<file path="config.mk">
export PLATFORM = sky130hd
export DESIGN_NAME = key_debouncer
export DESIGN_NICKNAME = d
export VERILOG_FILES = /design/src/rtl/key_pkg.sv /design/src/rtl/key_debounce_cell.sv /design/src/rtl/key_debouncer.sv
export SDC_FILE = /design/constraint.sdc
export NUM_CORES = 1
export LEC_CHECK = 0
export BUFFER_PORTS_ARGS = -buffer_cell sky130_fd_sc_hd__clkbuf_2
export CELL_PAD_IN_SITES_DETAIL_PLACEMENT = 1
export CELL_PAD_IN_SITES_GLOBAL_PLACEMENT = 1
export CORE_AREA = 2 2 77 79
export CTS_CLUSTER_DIAMETER = 120
export DETAILED_ROUTE_END_ITERATION = 16
export DIE_AREA = 0 0 79 81
export PLACE_DENSITY = 0.74
export SYNTH_ARGS = -nofsm -noshare
export SYNTH_HDL_FRONTEND = slang
export SYNTH_SLANG_ARGS = --single-unit
</file>
<file path="constraint.sdc">
create_clock -name sysclk -period 2.7 [get_ports sysclk]
set_input_delay 0.135 -clock sysclk [delete_from_list [all_inputs] [get_ports sysclk]]
set_output_delay 0.135 -clock sysclk [all_outputs]
set_load 0.005 [all_outputs]
</file>
<file path="src/rtl/key_pkg.sv">
// Shared constants for the front-panel key debouncer.
// Holds default timing values, the auto-repeat FSM encoding and the board key map.
package key_pkg;

    // Default timing, in delay_clock ticks
    localparam int unsigned DEF_DEBOUNCE_TICKS = 20;
    localparam int unsigned DEF_HOLD_TICKS     = 500;
    localparam int unsigned DEF_REPEAT_TICKS   = 100;

    // Auto-repeat state per key
    typedef enum logic {
        IDLE   = 1'b0,
        REPEAT = 1'b1
    } rpt_state_e;

    // Board key positions on key_raw_n
    localparam int unsigned KEY_RESET = 0;
    localparam int unsigned KEY_LOAD  = 1;
    localparam int unsigned KEY_RUN   = 2;
    localparam int unsigned KEY_AUX   = 3;

endpackage

</file>
<file path="src/rtl/key_debounce_cell.sv">
// Single-key debounce cell: 2-flop synchroniser, tick-based debounce counter,
// registered level plus one-cycle press/release pulses.
// Optional auto-repeat of the press pulse while held: define KEY_AUTOREPEAT_EN.
module key_debounce_cell
    import key_pkg::*;
#(
    parameter int unsigned CNT_W          = 8,
    parameter int unsigned DEBOUNCE_TICKS = DEF_DEBOUNCE_TICKS,
    parameter int unsigned HOLD_TICKS     = DEF_HOLD_TICKS,
    parameter int unsigned REPEAT_TICKS   = DEF_REPEAT_TICKS
) (
    input  logic clk_i,
    input  logic rst_i,
    input  logic tick_i,
    input  logic key_raw_n_i,
    output logic level_o,
    output logic level_next_o,
    output logic press_o,
    output logic release_o
);

    localparam logic [CNT_W-1:0] DB_LAST = CNT_W'(DEBOUNCE_TICKS - 1);

    // The flops carry the inverted (active-high) key so that the reset value
    // 0 already means "released" and nothing starts counting out of reset.
    logic             sync1_q, sync2_q;
    logic             key_sync;
    logic [CNT_W-1:0] cnt_q, cnt_d;
    logic             level_q, level_d;
    logic             press_q, press_d;
    logic             release_q, release_d;
    logic             edge_press;
    logic             rpt_fire;

    assign key_sync = sync2_q;

    // Bring the asynchronous key into the clock domain
    always_ff @(posedge clk_i or posedge rst_i) begin
        if (rst_i) begin
            sync1_q <= 1'b0;
            sync2_q <= 1'b0;
        end else begin
            sync1_q <= ~key_raw_n_i;
            sync2_q <= sync1_q;
        end
    end

    // Debounce rule: a differing level must survive DEBOUNCE_TICKS ticks
    always_comb begin
        cnt_d      = cnt_q;
        level_d    = level_q;
        edge_press = 1'b0;
        release_d  = 1'b0;
        if (key_sync == level_q) begin
            cnt_d = '0;
        end else if (tick_i) begin
            if (cnt_q == DB_LAST) begin
                level_d    = key_sync;
                cnt_d      = '0;
                edge_press = key_sync;
                release_d  = ~key_sync;
            end else begin
                cnt_d = cnt_q + 1'b1;
            end
        end
    end

    assign press_d = edge_press | rpt_fire;

    // Debounce state and registered pulses
    always_ff @(posedge clk_i or posedge rst_i) begin
        if (rst_i) begin
            cnt_q     <= '0;
            level_q   <= 1'b0;
            press_q   <= 1'b0;
            release_q <= 1'b0;
        end else begin
            cnt_q     <= cnt_d;
            level_q   <= level_d;
            press_q   <= press_d;
            release_q <= release_d;
        end
    end

`ifdef KEY_AUTOREPEAT_EN
    localparam logic [15:0] HOLD_LAST   = 16'(HOLD_TICKS - 1);
    localparam logic [15:0] REPEAT_LAST = 16'(REPEAT_TICKS - 1);

    rpt_state_e  state_q, state_d;
    logic [15:0] hold_q, hold_d;
    logic        hold_hit;

    // The terminal count depends on whether the first repeat has happened yet
    assign hold_hit = (state_q == IDLE) ? (hold_q == HOLD_LAST) : (hold_q == REPEAT_LAST);

    // Repeat FSM state register
    always_ff @(posedge clk_i or posedge rst_i) begin
        if (rst_i) begin
            state_q <= IDLE;
            hold_q  <= '0;
        end else begin
            state_q <= state_d;
            hold_q  <= hold_d;
        end
    end

    // Repeat FSM next state: count ticks while held, restart on each repeat
    always_comb begin
        state_d = state_q;
        hold_d  = hold_q;
        if (!level_q) begin
            state_d = IDLE;
            hold_d  = '0;
        end else if (tick_i) begin
            if (hold_hit) begin
                state_d = REPEAT;
                hold_d  = '0;
            end else begin
                hold_d = hold_q + 16'd1;
            end
        end
    end

    // Repeat FSM output: never repeat in the cycle a release is accepted
    always_comb begin
        rpt_fire = level_q & tick_i & hold_hit & ~release_d;
    end
`else
    localparam int unsigned rpt_cfg_unused = HOLD_TICKS + REPEAT_TICKS;

    // No auto-repeat: presses come only from the debounced edge
    always_comb begin
        rpt_fire = 1'b0;
    end
`endif

    assign level_o      = level_q;
    assign level_next_o = level_d;
    assign press_o      = press_q;
    assign release_o    = release_q;

endmodule

</file>
<file path="src/rtl/key_debouncer.sv">
// Front-panel key input block: one debounce cell per active-low board key,
// plus a registered "any key pressed" flag aligned with key_level.
// Optional auto-repeat (in each cell): define KEY_AUTOREPEAT_EN.
module key_debouncer
    import key_pkg::*;
#(
    parameter int unsigned KEY_NUM        = 4,
    parameter int unsigned CNT_W          = 8,
    parameter int unsigned DEBOUNCE_TICKS = DEF_DEBOUNCE_TICKS,
    parameter int unsigned HOLD_TICKS     = DEF_HOLD_TICKS,
    parameter int unsigned REPEAT_TICKS   = DEF_REPEAT_TICKS
) (
    input  logic               sysclk,
    input  logic               gen_reset,
    input  logic               delay_clock,
    input  logic [KEY_NUM-1:0] key_raw_n,
    output logic [KEY_NUM-1:0] key_level,
    output logic [KEY_NUM-1:0] key_press,
    output logic [KEY_NUM-1:0] key_release,
    output logic               key_any
);

    logic [KEY_NUM-1:0] level_next;
    logic               key_any_q;

    for (genvar k = 0; k < KEY_NUM; k++) begin : g_key
        key_debounce_cell #(
            .CNT_W          (CNT_W),
            .DEBOUNCE_TICKS (DEBOUNCE_TICKS),
            .HOLD_TICKS     (HOLD_TICKS),
            .REPEAT_TICKS   (REPEAT_TICKS)
        ) u_cell (
            .clk_i        (sysclk),
            .rst_i        (gen_reset),
            .tick_i       (delay_clock),
            .key_raw_n_i  (key_raw_n[k]),
            .level_o      (key_level[k]),
            .level_next_o (level_next[k]),
            .press_o      (key_press[k]),
            .release_o    (key_release[k])
        );
    end

    // OR of the next levels so the flag changes in the same cycle as key_level
    always_ff @(posedge sysclk or posedge gen_reset) begin
        if (gen_reset) begin
            key_any_q <= 1'b0;
        end else begin
            key_any_q <= |level_next;
        end
    end

    assign key_any = key_any_q;

endmodule

</file>
==> results of run 1 <==
-- through the flow --
step	power [mW]	cells
floorplan	0.896	221
global placement	0.922	303
detailed placement	0.926	303
CTS	1.41	316
global route	1.45	316
finish	1.38	316
-- critical path: cells and delay by family, from the launching register on --
family,cells,cell delay [ns]
adder cells (fa/ha/maj),1,0.23
flip-flops,1,0.44
multiplexers,1,0.33
AND/OR/NAND/NOR,3,0.94
-- flip-flops by register name, indices dropped and copies added, names as in the netlist --
register / flops
g_key.u_cell.level_o: 4
g_key.u_cell.cnt_q: 32
g_key.u_cell.key_sync: 4
g_key.u_cell.sync1_q: 4
key_any: 1
g_key.u_cell.release_o: 4
g_key.u_cell.press_o: 4
-- per-layer routing --
metal | GRT usage | wire [um] | up-vias
met5 | 0 | 0 | -
met4 | 0.0724 | 119 | 0
met3 | 0.0389 | 131 | 12
met2 | 0.280 | 2350 | 22
met1 | 0.217 | 2170 | 863
li1 | - | - | 816
-- worst paths after layout --
path / from / end / slack (ns) / depth (start not counted)
max: g_key[0].u_cell.cnt_q[0] / key_any / 0.64 / 5
min: g_key[0].u_cell.sync1_q / g_key[0].u_cell.key_sync / 0.36 / 0
max reg2reg: g_key[0].u_cell.cnt_q[0] / key_any / 0.64 / 5
min reg2reg: g_key[0].u_cell.sync1_q / g_key[0].u_cell.key_sync / 0.36 / 0
max in group asynchronous: gen_reset / g_key[3].u_cell.cnt_q[1] / 1.63 / 4
min in group asynchronous: gen_reset / g_key[0].u_cell.press_o / 0.44 / 3
-- cells in the mapped netlist, types with 5 or more instances --
library cell,number,area [sq um]
a21oi_1,6,30.0
dfrtp_1,53,1330
xor2_1,19,166
and3_1,6,37.5
nor3b_1,9,67.6
o2111ai_1,11,96.3
xnor2_1,5,43.8
nand2_1,11,41.3
nand3_1,5,25.0
mux2_2,5,56.3
nor2_1,25,93.8
inv_1,6,22.5
buf_4,12,90.1
-- layout make-up --
| type | count | area (sq um) | area share |
|---|---|---|---|
| clock inverter | 2 | 13.8 | 0.00498 |
| tap | 75 | 93.8 | 0.0339 |
| timing repair buffer | 27 | 168 | 0.0606 |
| clock buffer | 6 | 82.6 | 0.0299 |
| inverter | 6 | 22.5 | 0.00814 |
| sequential | 53 | 1330 | 0.480 |
| multi-input combinational | 147 | 1060 | 0.383 |
-- power breakdown --
part | leakage (nW) | internal [mW] | switching, mW
sequential | 0.716 | 0.810 | 0.0189
combinational | 0.508 | 0.0327 | 0.0530
clock | 0.0512 | 0.208 | 0.261
-- cell usage in the layout (no fill, tap or decap), types with 2 or more instances in the layout --
master,synthesis,layout
and4_1,2,2
clkbuf_2,0,19
xnor2_1,5,5
o2111ai_1,11,11
and3_1,6,6
o21ai_0,4,4
buf_4,12,3
a22o_1,2,2
nand2_1,11,11
inv_1,6,5
o211ai_1,4,4
xor2_1,19,19
ha_1,4,4
nor4b_1,2,2
clkbuf_8,0,6
mux2i_1,3,3
dlygate4sd3_1,0,5
or3_1,2,2
nor3b_1,9,9
nand3_1,5,5
mux2_2,5,5
dfrtp_1,53,53
nand2b_1,3,3
nor2_1,25,25
a21oi_1,6,6
a211oi_1,3,3
-- logic make-up after synthesis --
logic type      count (synthesis)  share of synthesized area
simple gates                   78                      0.186
flops                          53                      0.529
compound gates                 32                     0.0918
xor+xnor                       24                     0.0838
buf+inv                        21                     0.0494
mux                             9                     0.0404
fa+ha+maj                       4                     0.0200
==> flow_metrics.py, run 1 <==
metrics = {
    "worst_setup_path": {
        "worstSetupStartpointType": "flip-flop",
        "cp.required_ns": 2.89,
        "cp_slowest_cell": "or4_4",
        "max_stage_delay_ns": 0.47,
        "crit_chain": "ha_1 > nor3b_1 > nand3_1 > mux2_2 > or4_4",
        "worst_setup_path_end_kind": "flip-flop",
        "critPathArrivalTime_ns": 2.25,
        "crit_type": "flip-flop to flip-flop",
        "crit_fanout": 5,
    },
    "drt": {
        "drc": 0,
        "detail_route.vias_per_cell": 5.42,
        "num_vias": 1713,
        "final_antenna_net_count": 0,
        "first_pass_iters": 4,
        "wl_mm": 4.77,
        "wl_per_cell_um": 15.1,
        "first_iter_violations": 75,
    },
    "clock_tree": {
        "cts_tree": "yes",
        "cts.sinks": 53,
        "post_cts_buffers": 0,
        "cts_hold_buf": 5,
        "cts_resized": 0,
        "cts_made_buffers": 5,
        "cts-root-buf": "clkbuf_8",
        "cts.clk_slew.worst_paths_ns": 0.10,
        "htreeDepth": 2,
        "clk_latency_ns": 0.31,
        "clockBufferDepth": 2,
    },
    "synth": {
        "ys_seq_elements": 53,
        "ys_async_sr_fraction": 1.00,
        "syn_nets": 232,
        "synth_edf_count": 0,
        "yosys_most_used_dff": "dfrtp_1",
        "syn_area_sq_um": 2510,
        "ys_seq_area_frac": 0.529,
        "synth_warnings": 0,
        "synthCells": 221,
        "avgSynthCellArea_sq_um": 11.4,
        "ys_types": 41,
    },
    "pwr": {
        "ir_drop_v": 0.000232,
        "power_density_nw_per_um2": 500,
        "p_leak_nw": 1.27,
    },
    "floorplanning": {
        "rows": 28,
        "die_y_um": 81,
        "fp.dieW_um": 79,
        "die_area_sq_um": 6400,
        "ios": 20,
        "coreArea_sq_um": 5680,
        "start_util": 0.442,
    },
    "placed_design": {
        "dp_hpwl_mm": 3.40,
        "dpl_worst_slack_ns": 0.677,
        "place_area_sq_um": 2620,
        "gp_congestion": 0.788,
        "port_buffers": 19,
    },
    "sta": {
        "rsz0062_at_grt": "false",
        "fmax_mhz": 484,
        "hold_violations": 0,
        "hold-worst-slack_ns": 0.355,
        "fin_crit_sh": 0.765,
        "fin_tns_setup_ns": 0,
        "setup_viol": 0,
        "tightest_slew_ns": 0.753,
        "setup_ws_ns": 0.636,
        "period_needed_ns": 2.06,
        "fin_skew_ns": 0.00828,
        "relSlewSlack": 0.494,
        "report.final.slew_viol_count": 0,
    },
    "layout": {
        "num-nets-final": 251,
        "fin_util": 0.487,
        "n_fill_cell": 637,
        "area_delta_synth_final_pct": 10.2,
        "drive_gt1_frac": 0.178,
        "final_cell_area_sq_um": 2770,
        "diodes": 0,
    },
    "grt": {
        "overflow": 0,
        "antenna_found_initial": 0,
        "grt_pass1_wl_mm": 8.44,
        "first_global_vias": 1764,
        "grtUsageTotal": 0.170,
        "grt_max_degree": 31,
    },
    "run_status": {
        "status": "complete, no violations",
    },
    "job": {
        "drv_cap": 0,
    },
    "hold_path": {
        "min_path_type": "flip-flop to flip-flop",
    },
}
Note: power is estimated with default switching activity, not from simulation.
==> run 2, diff against run 1 <==
- CORE_AREA: 2 2 77 79 -> 2 2 80 82
- DIE_AREA: 0 0 79 81 -> 0 0 82 84
- PLACE_DENSITY: 0.74 -> 0.72
- clock period: 2.7 -> 1.7 ns (I/O delays scaled with it)
==> run 2 against run 1 <==
The run now ends with setup timing left; clock-buffer cell count stayed put; non-clock buffer count grew 42; clock skew up 0.0020 ns; maximum frequency rose by 13%; power is 60% higher; critical endpoint unchanged; largest cell class unchanged; largest power group unchanged.
==> flow_metrics.py, run 2 (same netlist as run 1, synthesis figures left out) <==
metrics = {
    "run_status": {
        "status": "complete, but fails checks",
        "failed_checks": "setup timing",
    },
    "clock_tree": {
        "cts.clk_slew.worst_paths_ns": 0.10,
        "clockBufferDepth": 2,
        "cts_tree": "yes",
        "cts_made_buffers": 5,
        "clk_latency_ns": 0.31,
        "htreeDepth": 2,
        "cts.sinks": 53,
        "cts-root-buf": "clkbuf_8",
    },
    "sta": {
        "tightest_slew_ns": 0.440,
        "fin_skew_ns": 0.0103,
        "period_needed_ns": 1.83,
        "setup_viol": 1,
        "fin_crit_sh": 1.07,
        "setup_ws_ns": -0.126,
        "rsz0062_at_grt": "true",
        "hold_violations": 0,
        "report.final.slew_viol_count": 0,
        "relSlewSlack": 0.706,
        "fmax_mhz": 548,
    },
    "layout": {
        "area_delta_synth_final_pct": 24.6,
        "final_common_cell": "dfrtp_1",
        "final_cell_area_sq_um": 3130,
        "num-nets-final": 293,
        "finalNonFillerCells": 360,
        "drive_gt1_frac": 0.322,
        "largest_reg_flops": 32,
        "diodes": 0,
        "n_fill_cell": 664,
        "mostFrequentLayoutCells": "dfrtp_1, buf_4, nor2_1, xor2_1, clkbuf_2",
        "fin_util": 0.513,
        "top_register": "g_key.u_cell.cnt_q",
    },
    "worst_setup_path": {
        "cp.required_ns": 1.89,
        "worst_setup_path_end_kind": "flip-flop",
        "worstSetupStartpointType": "flip-flop",
        "crit_fanout": 2,
        "endpoint": "key_any",
        "reg2reg_from": "g_key[3].u_cell.cnt_q[1]",
        "r2r_cells": 5,
        "startpoint": "g_key[3].u_cell.cnt_q[1]",
        "reg2reg_to": "key_any",
        "worst-path-buf-inv": 0,
        "cp_slowest_cell": "or4_4",
        "regToRegSetupSlack_ns": -0.13,
        "critPathArrivalTime_ns": 2.02,
        "cp_num_cells": 5,
        "max_stage_delay_ns": 0.50,
        "crit_type": "flip-flop to flip-flop",
        "crit_chain": "ha_2 > and4bb_1 > nand2_2 > mux2_2 > or4_4",
        "path_delay_family": "simple AND/OR/NAND/NOR gates",
    },
    "grt": {
        "grtUsageTotal": 0.177,
        "grt_max_degree": 36,
        "overflow": 0,
        "grt_pass1_wl_mm": 9.48,
        "antenna_found_initial": 0,
        "first_global_vias": 2012,
    },
    "floorplanning": {
        "fp.dieW_um": 82,
        "rows": 29,
        "coreArea_sq_um": 6100,
        "start_util": 0.412,
        "die_y_um": 84,
        "ios": 20,
        "die_area_sq_um": 6890,
    },
    "drt": {
        "num_vias": 1837,
        "final_antenna_net_count": 0,
        "first_pass_iters": 4,
        "detail_route.vias_per_cell": 5.10,
        "wl_mm": 5.50,
        "wl_per_cell_um": 15.3,
        "first_iter_violations": 60,
        "drc": 0,
    },
    "pwr": {
        "power_density_nw_per_um2": 710,
        "p_leak_nw": 1.49,
        "ir_drop_v": 0.000336,
    },
    "placed_design": {
        "numPlacedInstances": 346,
        "dp_hpwl_mm": 3.87,
        "place_area_sq_um": 2960,
        "gp_congestion": 0.800,
        "port_buffers": 19,
    },
    "hold_path": {
        "hold_path_depth": 4,
        "min_path_type": "input port to flip-flop",
    },
    "job": {
        "drv_cap": 0,
    },
}
[run 2: area by class of cell]
class	instances	area (sq um)	area share
Clock buffer	6	72.6	0.0232
Clock inverter	2	15.0	0.00480
Inverter	6	22.5	0.00720
Multi-Input combinational cell	147	1100	0.351
Sequential cell	53	1330	0.424
Tap cell	77	96.3	0.0308
Timing Repair Buffer	69	495	0.158
[run 2: worst min-delay path by stage]
stage                      start                  endpoint  slack, ns
global route         delay_clock  g_key[1].u_cell.cnt_q[0]       0.27
global placement       gen_reset  g_key[3].u_cell.cnt_q[2]        0.1
floorplan           key_raw_n[0]   g_key[0].u_cell.sync1_q       0.14
finish               delay_clock  g_key[1].u_cell.cnt_q[0]       0.26
detailed placement     gen_reset  g_key[3].u_cell.cnt_q[2]       0.10
CTS                  delay_clock  g_key[1].u_cell.cnt_q[0]       0.26
[run 2: through the flow]
step / worst slack (ns) / hold slack, ns / TNS [ns] / power (mW)
floorplan: -0.142 / 0.144 / -0.142 / 1.42
global route: -0.198 / 0.274 / -0.198 / 2.34
detailed placement: -0.142 / 0.103 / -0.142 / 1.51
finish: -0.126 / 0.256 / -0.126 / 2.22
global placement: -0.105 / 0.0992 / -0.105 / 1.50
CTS: -0.135 / 0.260 / -0.135 / 2.25
[run 2: worst reg2reg max path: stages, from the launching register on]
cell      delay (ns)
dfrtp_1         0.40
ha_2            0.19
and4bb_1        0.21
nand2_2         0.07
mux2_2          0.35
or4_4           0.50
[run 2: power by group]
group | switching [mW] | total, mW | internal, mW
Sequential | 0.0194 | 1.31 | 1.29
Combinational | 0.106 | 0.195 | 0.0889
Clock | 0.427 | 0.719 | 0.291
[run 2: per-layer routing]
metal	wire (um)	GRT usage	share of wire
met2	2910	0.319	0.53
met4	78	0.0500	0.014
met3	96	0.0292	0.017
met1	2420	0.212	0.44
met5	0	0	0
[run 2: timing repair]
action	in CTS	in global routing
setup endpoints to repair	1	1
pin swaps	1	0
setup buffers	0	1
hold buffers	5	0
endpoints found under the hold margin	22	0
resized for setup	4	0
